$ cat src/rtl/lsu_mem_stage.sv
// Memory-access stage: one data-memory transaction per request over req/gnt/rvalid, with
// byte-lane steering for stores, load extension for writeback and error reporting.
module lsu_mem_stage #(
  parameter int unsigned TIMEOUT = 16
) (
  input  logic        clk,
  input  logic        rst,
  input  logic        start,
  input  logic        is_load,
  input  logic        is_store,
  input  logic [2:0]  load_variant,
  input  logic [2:0]  store_variant,
  input  logic [31:0] addr,
  input  logic [31:0] store_data,
  input  logic [4:0]  rd_in,
  output logic        mem_req,
  output logic        mem_we,
  output logic [31:0] mem_addr,
  output logic [3:0]  mem_be,
  output logic [31:0] mem_wdata,
  input  logic        mem_gnt,
  input  logic        mem_rvalid,
  input  logic [31:0] mem_rdata,
  output logic        busy,
  output logic        wb_valid,
  output logic [31:0] wb_data,
  output logic [4:0]  wb_rd,
  output logic        err,
  output logic [1:0]  err_code
);

  localparam int unsigned CNT_W = $clog2(TIMEOUT + 2);
  localparam logic [CNT_W-1:0] TO_LIMIT = CNT_W'(TIMEOUT);

  typedef enum logic [1:0] {S_IDLE, S_REQ, S_WAIT} state_t;

  state_t             state_q, state_d;
  logic               mem_req_q, mem_req_d;
  logic               mem_we_q, mem_we_d;
  logic [31:0]        mem_addr_q, mem_addr_d;
  logic [3:0]         mem_be_q, mem_be_d;
  logic [31:0]        mem_wdata_q, mem_wdata_d;
  logic               busy_q, busy_d;
  logic               wb_valid_q, wb_valid_d;
  logic [31:0]        wb_data_q, wb_data_d;
  logic [4:0]         wb_rd_q, wb_rd_d;
  logic               err_q, err_d;
  logic [1:0]         err_code_q, err_code_d;
  logic [CNT_W-1:0]   cnt_q, cnt_d;
  logic [1:0]         off_q, off_d;
  logic [2:0]         lvar_q, lvar_d;
  logic [4:0]         rd_q, rd_d;

  logic [CNT_W-1:0]   cnt_inc;
  logic               to_hit;
  logic [1:0]         acc_size;
  logic               misaligned;

  // Access size: 0 byte, 1 half, 2 word; unknown variants fall back to word.
  function automatic logic [1:0] load_size(input logic [2:0] v);
    case (v)
      3'b000, 3'b100: load_size = 2'd0;
      3'b001, 3'b101: load_size = 2'd1;
      default:        load_size = 2'd2;
    endcase
  endfunction

  function automatic logic [1:0] store_size(input logic [2:0] v);
    case (v)
      3'b000:  store_size = 2'd0;
      3'b001:  store_size = 2'd1;
      default: store_size = 2'd2;
    endcase
  endfunction

  function automatic logic [3:0] store_be(input logic [2:0] v, input logic [1:0] off);
    case (v)
      3'b000:  store_be = 4'b0001 << off;
      3'b001:  store_be = off[1] ? 4'b1100 : 4'b0011;
      default: store_be = 4'b1111;
    endcase
  endfunction

  function automatic logic [31:0] store_lanes(input logic [2:0] v, input logic [31:0] d);
    case (v)
      3'b000:  store_lanes = {4{d[7:0]}};
      3'b001:  store_lanes = {2{d[15:0]}};
      default: store_lanes = d;
    endcase
  endfunction

  function automatic logic [31:0] load_ext(input logic [2:0] v, input logic [1:0] off,
                                           input logic [31:0] rdata);
    logic signed [7:0]  b;
    logic signed [15:0] h;
    b = rdata[{off, 3'b000} +: 8];
    h = rdata[{off[1], 4'b0000} +: 16];
    case (v)
      3'b000:  load_ext = 32'(b);
      3'b100:  load_ext = {24'd0, b};
      3'b001:  load_ext = 32'(h);
      3'b101:  load_ext = {16'd0, h};
      default: load_ext = rdata;
    endcase
  endfunction

  assign cnt_inc    = cnt_q + CNT_W'(1);
  assign to_hit     = (TIMEOUT != 0) && (cnt_inc >= TO_LIMIT);
  assign acc_size   = is_store ? store_size(store_variant) : load_size(load_variant);
  assign misaligned = ((acc_size == 2'd1) && addr[0]) ||
                      ((acc_size == 2'd2) && (addr[1:0] != 2'b00));

  always_comb begin
    state_d     = state_q;
    mem_req_d   = mem_req_q;
    mem_we_d    = mem_we_q;
    mem_addr_d  = mem_addr_q;
    mem_be_d    = mem_be_q;
    mem_wdata_d = mem_wdata_q;
    wb_valid_d  = 1'b0;
    wb_data_d   = wb_data_q;
    wb_rd_d     = wb_rd_q;
    err_d       = 1'b0;
    err_code_d  = err_code_q;
    cnt_d       = cnt_q;
    off_d       = off_q;
    lvar_d      = lvar_q;
    rd_d        = rd_q;

    case (state_q)
      S_IDLE: begin
        cnt_d = '0;
        if (start && is_load && is_store) begin
          err_d      = 1'b1;
          err_code_d = 2'b11;
        end else if (start && (is_load || is_store)) begin
          if (misaligned) begin
            err_d      = 1'b1;
            err_code_d = 2'b01;
          end else begin
            state_d    = S_REQ;
            mem_req_d  = 1'b1;
            mem_we_d   = is_store;
            mem_addr_d = {addr[31:2], 2'b00};
            mem_be_d   = is_store ? store_be(store_variant, addr[1:0]) : 4'b1111;
            if (is_store) mem_wdata_d = store_lanes(store_variant, store_data);
            off_d      = addr[1:0];
            lvar_d     = load_variant;
            rd_d       = rd_in;
          end
        end
      end
      S_REQ: begin
        cnt_d = cnt_inc;
        if (mem_gnt) begin
          mem_req_d = 1'b0;
          state_d   = mem_we_q ? S_IDLE : S_WAIT;
        end else if (to_hit) begin
          mem_req_d  = 1'b0;
          err_d      = 1'b1;
          err_code_d = 2'b10;
          state_d    = S_IDLE;
        end
      end
      S_WAIT: begin
        cnt_d = cnt_inc;
        if (mem_rvalid) begin
          wb_valid_d = 1'b1;
          wb_data_d  = load_ext(lvar_q, off_q, mem_rdata);
          wb_rd_d    = rd_q;
          state_d    = S_IDLE;
        end else if (to_hit) begin
          err_d      = 1'b1;
          err_code_d = 2'b10;
          state_d    = S_IDLE;
        end
      end
      default: state_d = S_IDLE;
    endcase

    busy_d = (state_d != S_IDLE);
  end

  always_ff @(posedge clk) begin
    if (rst) begin
      state_q     <= S_IDLE;
      mem_req_q   <= 1'b0;
      mem_we_q    <= 1'b0;
      mem_addr_q  <= '0;
      mem_be_q    <= '0;
      mem_wdata_q <= '0;
      busy_q      <= 1'b0;
      wb_valid_q  <= 1'b0;
      wb_data_q   <= '0;
      wb_rd_q     <= '0;
      err_q       <= 1'b0;
      err_code_q  <= '0;
      cnt_q       <= '0;
      off_q       <= '0;
      lvar_q      <= '0;
      rd_q        <= '0;
    end else begin
      state_q     <= state_d;
      mem_req_q   <= mem_req_d;
      mem_we_q    <= mem_we_d;
      mem_addr_q  <= mem_addr_d;
      mem_be_q    <= mem_be_d;
      mem_wdata_q <= mem_wdata_d;
      busy_q      <= busy_d;
      wb_valid_q  <= wb_valid_d;
      wb_data_q   <= wb_data_d;
      wb_rd_q     <= wb_rd_d;
      err_q       <= err_d;
      err_code_q  <= err_code_d;
      cnt_q       <= cnt_d;
      off_q       <= off_d;
      lvar_q      <= lvar_d;
      rd_q        <= rd_d;
    end
  end

  assign mem_req   = mem_req_q;
  assign mem_we    = mem_we_q;
  assign mem_addr  = mem_addr_q;
  assign mem_be    = mem_be_q;
  assign mem_wdata = mem_wdata_q;
  assign busy      = busy_q;
  assign wb_valid  = wb_valid_q;
  assign wb_data   = wb_data_q;
  assign wb_rd     = wb_rd_q;
  assign err       = err_q;
  assign err_code  = err_code_q;

endmodule

$ cat config.mk
export PLATFORM = sky130hd
export DESIGN_NAME = lsu_mem_stage
export DESIGN_NICKNAME = d
export VERILOG_FILES = /design/src/rtl/lsu_mem_stage.sv
export SDC_FILE = /design/constraint.sdc
export NUM_CORES = 1
export LEC_CHECK = 0
export ABC_AREA = 1
export CAP_MARGIN = 5
export CORE_AREA = 2 2 124 126
export CTS_CLUSTER_SIZE = 40
export DETAILED_ROUTE_END_ITERATION = 7
export DIE_AREA = 0 0 126 128
export GPL_TIMING_DRIVEN = 0
export PLACE_DENSITY = 0.76
export SLEW_MARGIN = 20
export SYNTH_ARGS = -nofsm -noshare
export SYNTH_HDL_FRONTEND = slang
export SYNTH_SLANG_ARGS = --single-unit
$ cat constraint.sdc
create_clock -name clk -period 1.6 [get_ports clk]
set_input_delay 0.32 -clock clk [delete_from_list [all_inputs] [get_ports clk]]
set_output_delay 0.32 -clock clk [all_outputs]
set_load 0.02 [all_outputs]
; After elaboration in Yosys (flattened, before gate mapping)
; Cells that the tools add are included.
[word_totals]
regBits = 127
in_bits = 114
[op_classes]
add_sub_neg = 1
n_lt_le_gt_ge = 1
n_eq_ne = 19
shift = 3
mux = 38
bitwise = 3
n_reduce_logical = 25
[ops]
columns = operator, count
row1 = 32-bit one-hot mux with 4 select lines, 1
row2 = 32-bit one-hot mux with 2 select lines, 1
row3 = 32-bit by 6-bit indexed part select with 16-bit output, 1
row4 = 32-bit by 6-bit indexed part select with 8-bit output, 1
row5 = 2-bit 2-to-1 mux, 14
row6 = 5-bit AND reduction, 3
row7 = "3-bit equality test, second input constant", 4
row8 = 1-bit 2-to-1 mux, 12
row9 = 2-bit one-hot mux with 3 select lines, 2
row10 = "2-bit != test, second input constant", 5
row11 = 5-bit one-hot mux with 2 select lines, 1
row12 = "3-bit by 1-bit equality test with 1-bit output, second input constant", 3
row13 = 3-bit logical NOT, 3
row14 = "3-bit != test, second input constant", 3
row15 = 4-bit 2-to-1 mux, 2
row16 = 2-bit one-hot mux with 2 select lines, 2
row17 = 4-bit one-hot mux with 2 select lines, 1
row18 = 2-bit nonzero test, 4
row19 = 2-bit OR reduction, 4
row20 = "5-bit by 1-bit adder with 5-bit output, second input constant", 1
row21 = "5-bit >= comparator, second input constant", 1
row22 = 1-bit logical AND, 5
row23 = "2-bit by 1-bit equality test with 1-bit output, second input constant", 2
row24 = "2-bit equality test, second input constant", 2
row25 = 9 further kinds, 12

; Longest topological paths before layout
; Gate-level depths: netlist of the first run.
[logic_depth]
depth_word = 12
mapped_depth = 12

; Worst setup path after synthesis of the first run
; Ideal clock, no wire load.
[synth_path]
kind = reg-to-reg
start = reg state_q[1]
end = reg mem_wdata_q[10] (netlist: mem_wdata[10])
setup_time_ps = 116
t_arrival_ps = 1514
t_required_ps = 1484
path_slack_ps = -29
stages_incl_launch_ff = 11
n_path_buf = 1
period_less_slack_ps = 1629
path_cell_list = dfxtp_1 > inv_1 > ha_1 > inv_1 > nor2_4 > nand3_4 > nor2_8 > inv_2 > buf_2 > nor2_1 > nor2_1
[synth_between]
elab_chain_cells = 2
[synth_rtl]
columns = item, line
row1 = from (decl), 37  ; state_t state_q, state_d;
row2 = from (signal assigned), 203  ; state_q <= state_d;
row3 = 2-bit logical NOT, 130  ; case (state_q)
row4 = 5-bit AND reduction (no source line), -
row5 = to (signal assigned), 208  ; mem_wdata_q <= mem_wdata_d;
row6 = to (decl), 42  ; logic [31:0] mem_wdata_q, mem_wdata_d;
; No other way between the ends.
; A chain may end at the register's enable or synchronous reset.

; Final worst setup path of the first run
[layout_path]
start = reg state_q[0]
end = reg err_code_q[1] (netlist: err_code[1])
[layout_between]
elab_chain_cells = 3
[layout_rtl]
columns = item, line
row1 = "2-bit equality test, or another cell as far along", 130
row2 = "2-bit != test (no source line), or another cell as far along", -
row3 = 5-bit AND reduction (no source line), -
row4 = to (signal assigned), 214  ; err_code_q <= err_code_d;
row5 = to (decl), 48  ; logic [1:0] err_code_q, err_code_d;
; Parallel ways exist; a longest one is shown, timed or not.

==> results of run 1 <==
cells by family after synthesis:
family	after synthesis
multiplexers	1
flip-flops	127
AND/OR/NAND/NOR	401
AO/OA/AOI/OAI	184
buffers and inverters	120
other	1
adder cells (fa/ha/maj)	5
flip-flops by register name, summed over array words and instances (netlist names):
| signal | count |
|---|---|
| mem_req | 1 |
| err | 1 |
| wb_data | 32 |
| cnt_q | 5 |
| busy | 1 |
| wb_valid | 1 |
| off_q | 2 |
| mem_we | 1 |
| mem_be | 4 |
| wb_rd | 5 |
| mem_addr | 30 |
| mem_wdata | 32 |
| lvar_q | 3 |
| state_q | 2 |
| err_code | 2 |
| rd_q | 5 |
cells in the final DEF, fill, tap and decap left out, types with 4 or more instances in the layout:
| cell | instances |
|---|---|
| clkdlybuf4s50_1 | 106 |
| nor2_4 | 4 |
| clkbuf_16 | 18 |
| buf_6 | 13 |
| o21ai_0 | 75 |
| nand4_1 | 4 |
| a21oi_1 | 85 |
| nand2_2 | 5 |
| o21ai_1 | 7 |
| buf_4 | 24 |
| inv_1 | 56 |
| clkbuf_2 | 5 |
| dlygate4sd2_1 | 113 |
| nand2_1 | 170 |
| clkbuf_1 | 16 |
| inv_4 | 5 |
| dfxtp_1 | 122 |
| clkinv_2 | 4 |
| inv_2 | 4 |
| or2_2 | 5 |
| bufinv_16 | 4 |
| nand3_1 | 73 |
| nor2_1 | 120 |
| nor2_2 | 6 |
tightest hold or removal path: stages:
cell and delay [ns]:
buf_4 0.15, nand4_1 0.10, nand3_1 0.08, a21oi_1 0.06
layout make-up:
cell class / instances / area [um^2]
diodes: 2 / 5.00
plain buffers: 53 / 383
clock buffers: 20 / 457
clock inverters: 11 / 164
fillers: 1384 / 5730
inverters: 66 / 265
multi-input cells: 593 / 2860
flip-flops and latches: 127 / 2550
well taps: 188 / 235
repair buffers: 236 / 2220
worst max-delay path by stage:
stage               cells past startpoint  slack [ns]             to
finish                                 10        0.06    err_code[1]
global route                           10       -0.02   mem_wdata[3]
CTS                                    11      0.0008  mem_wdata[17]
detailed placement                      7       -0.61     wb_data[6]
global placement                        7       -0.57     wb_data[6]
floorplan                              10        0.01  mem_wdata[10]
layer usage:
metal / track usage / part of all wire
met1: 0.286 / 0.39
met2: 0.419 / 0.49
met3: 0.0956 / 0.099
met4: 0.0918 / 0.026
met5: 0 / 0
per-stage QoR:
stage	TNS [ns]	hold slack, ns
after CTS	0	0.346
after global placement	-54.08	0.446
after global routing	-0.0697	0.382
final	0	0.342
after detailed placement	-55.46	0.448
after floorplan	0	0.430
repair_timing:
item                       CTS  global route
pin swaps                    3             9
setup endpoints to repair  227           105
cloned                       0             1
setup buffers                7             8
gates resized for setup    150            64
power groups by stage:
| stage | Sequential (mW) | Combinational [mW] | Clock, mW |
|---|---|---|---|
| floorplan | 3.59 | 0.627 | 0 |
| global placement | 3.45 | 1.53 | 0 |
| detailed placement | 3.45 | 1.54 | 0 |
| CTS | 3.38 | 1.52 | 4.14 |
| global route | 3.40 | 1.75 | 4.29 |
| finish | 3.38 | 1.62 | 4.09 |
==> impl_metrics.json, run 1 <==
{
  "yosysMostFrequentCell": "nand2_1",
  "port_buffers": 220,
  "synth_seq_cells": 127,
  "worstHoldPathType": "in2reg",
  "io-pin-count": 226,
  "cts_made_buffers": 17,
  "status": "completed",
  "die_x_um": 126,
  "max_slew.worst_pin.slew_ns": 0.601,
  "vias": 6561,
  "powerDensity_nw_per_um2": 995,
  "placed_area_um2": 8240,
  "clkLatencyLatePin_ns": 0.42,
  "postLayoutCoreUtil": 0.615,
  "timing.slew.headroom": 0.599,
  "postSynthAreaPerCell_um2": 6.91,
  "routabilityCongestion": 0.935,
  "rows": 45,
  "antenna_found_initial": 2,
  "leakage_nw": 4.42,
  "holdPathEnd": "mem_be[3]",
  "finalSetupViolCount": 0,
  "final_cells": 1296,
  "arrival_ns": 1.84,
  "power_switching_mw": 2.41,
  "clock_path_buffers": 2,
  "syn-cell-area_um2": 5800,
  "hold_viol_final": 0,
  "critPathMaxStageDelay_ns": 0.37,
  "coreArea_um2": 14900,
  "synth-simple-area-share": 0.292,
  "final_nets": 1213,
  "synth_edf_count": 0,
  "endpoint_kind": "flop",
  "synth.area.mux_share": 0.00173,
  "dp_worst_setup_slack_ns": -0.611,
  "worstHoldStart": "is_store",
  "ir_drop_v": 0.000666,
  "yosysSeqAreaShare": 0.438,
  "internal_power_mw": 6.69,
  "cpMaxStageDelayCell": "dfxtp_4",
  "clock-sinks": 127,
  "netlist.area_leader.share": 0.438,
  "routedWlPerCell_um": 15.9,
  "postSynth.asyncResetShare": 0,
  "crit_type": "reg2reg",
  "wl_um": 20600,
  "cts_root_buf": "clkbuf_16",
  "design.die.area_um2": 16100,
  "reg2reg_from": "state_q[0]",
  "syn_inst": 839,
  "grt_util_all_layers": 0.248,
  "synth_top_family_by_area": "simple AND/OR/NAND/NOR gates",
  "drv_slew": 0,
  "postRouteAntennaNets": 0,
  "fin_crit_ns": 1.54,
  "timing.rr.end": "err_code[1]",
  "grt_max_degree": 17,
  "combPwrFrac": 0.178,
  "synth_warnings": 0,
  "p_seq_frac": 0.372,
  "synth_fa_ha_area_frac": 0.0108,
  "critPathLaunch": "state_q[0]",
  "firstDrtPassIters": 5,
  "crit_path_cell_trace": "inv_4 > ha_1 > nand2_2 > buf_6 > nand3_2 > nor2_2 > buf_4 > nand4_1 > nand2_1 > a21oi_1",
  "placed_cells": 1248,
  "cts_tree": "done",
  "route.detailed.drc": 0,
  "r2r_setup_slack_ns": 0.06,
  "postLayoutCellArea_um2": 9140,
  "worst_path_dominant_cell_family": "simple AND/OR/NAND/NOR gates",
  "htree_levels": 4,
  "finalPower_mw": 9.09,
  "yosys-top-cells-area": "dfxtp_1 (44%), nand2_1 (11%), nor2_1 (8.2%), a21oi_1 (7.4%), o21ai_0 (6.7%)",
  "synthTopCellsByCount": "nand2_1 (176), dfxtp_1 (127), nor2_1 (126)",
  "synth_top_area_cell": "dfxtp_1",
  "hold_buffers": 0,
  "place.detailed.hpwl_um": 15200,
  "drive_above_1_share": 0.120,
  "grt_pass1_wl_um": 31600,
  "die_h_um": 128,
  "ys.flop_type": "dfxtp_1",
  "fin_worst_skew_ns": 0.00671,
  "crit_fanout": 6,
  "syn_to_final_growth_pct": 57.5,
  "drt_iter0_drc": 388,
  "fmax_ghz": 0.648,
  "grt_overflow": 0,
  "worst_slack_ns": 0.0570,
  "reg2regPathDepth": 10,
  "timing.final.crit_share": 0.964,
  "crit_buf_inv": 3,
  "grt_pass1_vias": 6127,
  "vias_per_cell": 5.06,
  "hold_path_depth": 4,
  "power_switching_share": 0.265,
  "synth.distinct_cells": 38,
  "maxCapViolations": 0,
  "power_frac_clock": 0.450,
  "critPathRequiredTime_ns": 1.90,
  "cp-start-kind": "flop",
  "clk_pin_slew_ns": 0.05,
  "start_util": 0.390,
  "synth-xor-area-share": 0,
  "synth_compound_area_frac": 0.166
}
No activity file was read; power rests on OpenSTA's default activity.
==> run 2, diff against run 1 <==
CAP_MARGIN = 20   (was 5)
==> results of run 2 <==
Same layout as run 1: the final DEF is identical, and so are final timing and power.
==> run 3, diff against run 2 <==
ABC_AREA = default   (was 1)
CORE_AREA = 2 2 123 125   (was 2 2 124 126)
DIE_AREA = 0 0 125 127   (was 0 0 126 128)
PLACE_DENSITY = 0.75   (was 0.76)
==> run 3 against run 2 <==
  * First-iteration DRC count rose by 1.5%
  * Largest cell class unchanged
  * Cell count decreased by 10%
  * Worst hold slack worse by 0.11 ns
  * Clock skew grew 0.0037 ns
  * Worst setup slack got worse by 0.23 ns
  * Sequential share of layout area down 1.3 points
  * Register-to-register slack worse by 0.23 ns
  * Sequential cell count unchanged
  * The run now ends with negative setup slack left
  * Clock-buffer cell count is 2 lower
  * Critical path type unchanged
  * Non-clock buffer count up 24
  * Utilization up 5.2 points
==> impl_metrics.json, run 3 <==
{
  "timing.final.crit_share": 1.11,
  "synth_compound_area_frac": 0.210,
  "finalPower_mw": 9.08,
  "postSynthAreaPerCell_um2": 8.03,
  "final_cell_mix": "nand2_1 (159), dfxtp_1 (123), dlygate4sd2_1 (113)",
  "hold_viol_final": 0,
  "place.detailed.hpwl_um": 14400,
  "crit_buf_inv": 3,
  "layout_commonest_cell": "nand2_1",
  "grt_pass1_vias": 5926,
  "synth.area.mux_share": 0.0528,
  "postRouteAntennaNets": 0,
  "clkLatencyLatePin_ns": 0.42,
  "synth-xor-area-share": 0.00475,
  "hold_buffers": 0,
  "violations": "negative setup slack",
  "yosys-top-cells-area": "dfxtp_1 (46%), nand2_1 (11%), a21oi_1 (6.9%), a211oi_1 (5.4%), nor2_1 (4.0%)",
  "clk_pin_slew_ns": 0.06,
  "drive_above_1_share": 0.219,
  "drt_iter0_drc": 394,
  "num-fill-cells": 1201,
  "synth_top_family_by_area": "compound AO/OA/AOI/OAI gates",
  "worst_slack_ns": -0.174,
  "yosysMostFrequentCell": "nand2_1",
  "endpoint_kind": "flop",
  "synth.distinct_cells": 48,
  "design.die.area_um2": 15900,
  "fmax_ghz": 0.564,
  "port_buffers": 221,
  "maxCapViolations": 0,
  "grt_max_degree": 17,
  "postLayoutCellArea_um2": 9610,
  "fin_tns_setup_ns": -8.95,
  "cts_tree": "done",
  "worst_path_dominant_cell_family": "simple AND/OR/NAND/NOR gates",
  "cts_made_buffers": 17,
  "die_h_um": 127,
  "synth_warnings": 0,
  "vias_per_cell": 5.42,
  "synthTopCellsByCount": "nand2_1 (168), dfxtp_1 (127), a21oi_1 (76)",
  "wl_um": 21500,
  "finalSetupViolCount": 95,
  "final_cells": 1162,
  "route.detailed.drc": 0,
  "final_nets": 1083,
  "synth_edf_count": 0,
  "rows": 44,
  "placed_area_um2": 8100,
  "ir_drop_v": 0.000754,
  "ys.flop_type": "dfxtp_1",
  "cts_root_buf": "clkbuf_16",
  "io-pin-count": 226,
  "antenna_found_initial": 2,
  "cp-start-kind": "flop",
  "fin_crit_ns": 1.77,
  "postSynth.asyncResetShare": 0,
  "clock-sinks": 127,
  "crit_type": "reg2reg",
  "synth_fa_ha_area_frac": 0.0113,
  "multi_input_area_um2": 3260,
  "coreArea_um2": 14400,
  "syn-cell-area_um2": 5530,
  "routedWlPerCell_um": 18.5,
  "critPathMaxStageDelay_ns": 0.53,
  "placed_cells": 1094,
  "timing.slew.headroom": 0.386,
  "netlist.area_leader.share": 0.460,
  "routabilityCongestion": 0.849,
  "max_slew.worst_pin.slew_ns": 0.921,
  "firstDrtPassIters": 6,
  "grt_pass1_wl_um": 32000,
  "die_x_um": 125,
  "grt_util_all_layers": 0.253,
  "worstHoldPathType": "in2reg",
  "rsz0062_at_grt": "yes",
  "drv_slew": 0,
  "htree_levels": 4,
  "leakage_nw": 3.93,
  "start_util": 0.383,
  "synth-simple-area-share": 0.210,
  "synth_seq_cells": 127,
  "crit_path_cell_trace": "inv_4 > ha_4 > nand2_4 > or4_4 > buf_12 > buf_8 > a21oi_2 > nor2_1",
  "syn_inst": 688,
  "vias": 6295,
  "grt_overflow": 0,
  "status": "finished with violations",
  "arrival_ns": 2.06,
  "crit_fanout": 7,
  "critPathRequiredTime_ns": 1.88,
  "fin_worst_skew_ns": 0.0104,
  "syn_to_final_growth_pct": 73.9,
  "yosysSeqAreaShare": 0.460,
  "cpMaxStageDelayCell": "or4_4",
  "seq_area_um2": 2560,
  "synth_top_area_cell": "dfxtp_1",
  "clock_path_buffers": 2,
  "powerDensity_nw_per_um2": 945
}
-- run 3: cell types whose count changed after synthesis, sizes merged, moves of 13 or more --
cell,previous run,this run
a311oi,0,13
nand3,78,8
clkbuf,26,40
mux2i,1,19
inv,66,10
a211oi,0,40
nor2,131,59
o21ai,83,22
-- run 3: per-stage QoR --
stage | utilization | worst slack [ns] | hold WS (ns)
after floorplan | - | -0.142 | 0.432
final | 0.666 | -0.174 | 0.237
after global routing | 0.666 | -0.217 | 0.239
after CTS | 0.634 | -0.175 | 0.357
after global placement | 0.561 | -1.28 | 0.438
after detailed placement | 0.561 | -1.26 | 0.446
-- run 3: worst register-to-register path: stages, from the launching register on --
cell and delay [ns]:
dfxtp_4 0.36, inv_4 0.07, ha_4 0.15, nand2_4 0.06, or4_4 0.53, buf_12 0.17
buf_8 0.14, a21oi_2 0.11, nor2_1 0.04
-- run 3: power by group --
group / total (mW) / internal, mW / switching, mW / leakage (nW)
Combinational: 1.63 / 0.781 / 0.853 / 2.60
Clock: 4.08 / 2.52 / 1.56 / 0.295
Sequential: 3.37 / 3.29 / 0.0795 / 1.03
-- run 3: what timing repair did --
action,4_1_cts,5_1_grt
endpoints found under the hold margin,0,0
cloned,4,5
gates resized for setup,228,90
setup endpoints to repair,233,122
pin swaps,22,28
setup buffers,19,15
-- run 3: per-layer routing --
layer / routed length, um / vias up / GRT usage
li1: - / 2946 / -
met1: 8380 / 2944 / 0.304
met2: 10300 / 341 / 0.424
met3: 2200 / 62 / 0.0909
met4: 609 / 2 / 0.0837
met5: 11 / - / 0
-- run 3: cells by family (layout without fill, tap and decap cells) --
group | Yosys count | count (layout)
simple gates | 273 | 274
compound gates | 183 | 183
flops | 127 | 127
buf+inv | 68 | 355
mux | 28 | 28
fa+ha+maj | 5 | 5
xor+xnor | 3 | 3
other cells | 1 | 3
-- run 3: final cells by class --
cell class | count | share of cell area
Tap cell | 184 | 0.0240
Inverter | 10 | 0.00443
Clock buffer | 18 | 0.0457
Timing Repair Buffer | 261 | 0.258
Buffer | 52 | 0.0428
Clock inverter | 14 | 0.0189
Antenna cell | 1 | 0.000260
Sequential cell | 127 | 0.266
Multi-Input combinational cell | 495 | 0.339
-- run 3: worst paths after layout --
check,startpoint,end,slack (ns),cells after the start
setup / recovery,state_q[1],mem_we,-0.17,8
hold / removal,load_variant[0],lvar_q[0],0.24,3
setup reg to reg,state_q[1],mem_we,-0.17,8
hold reg to reg,mem_addr[7],mem_addr[7],0.45,2
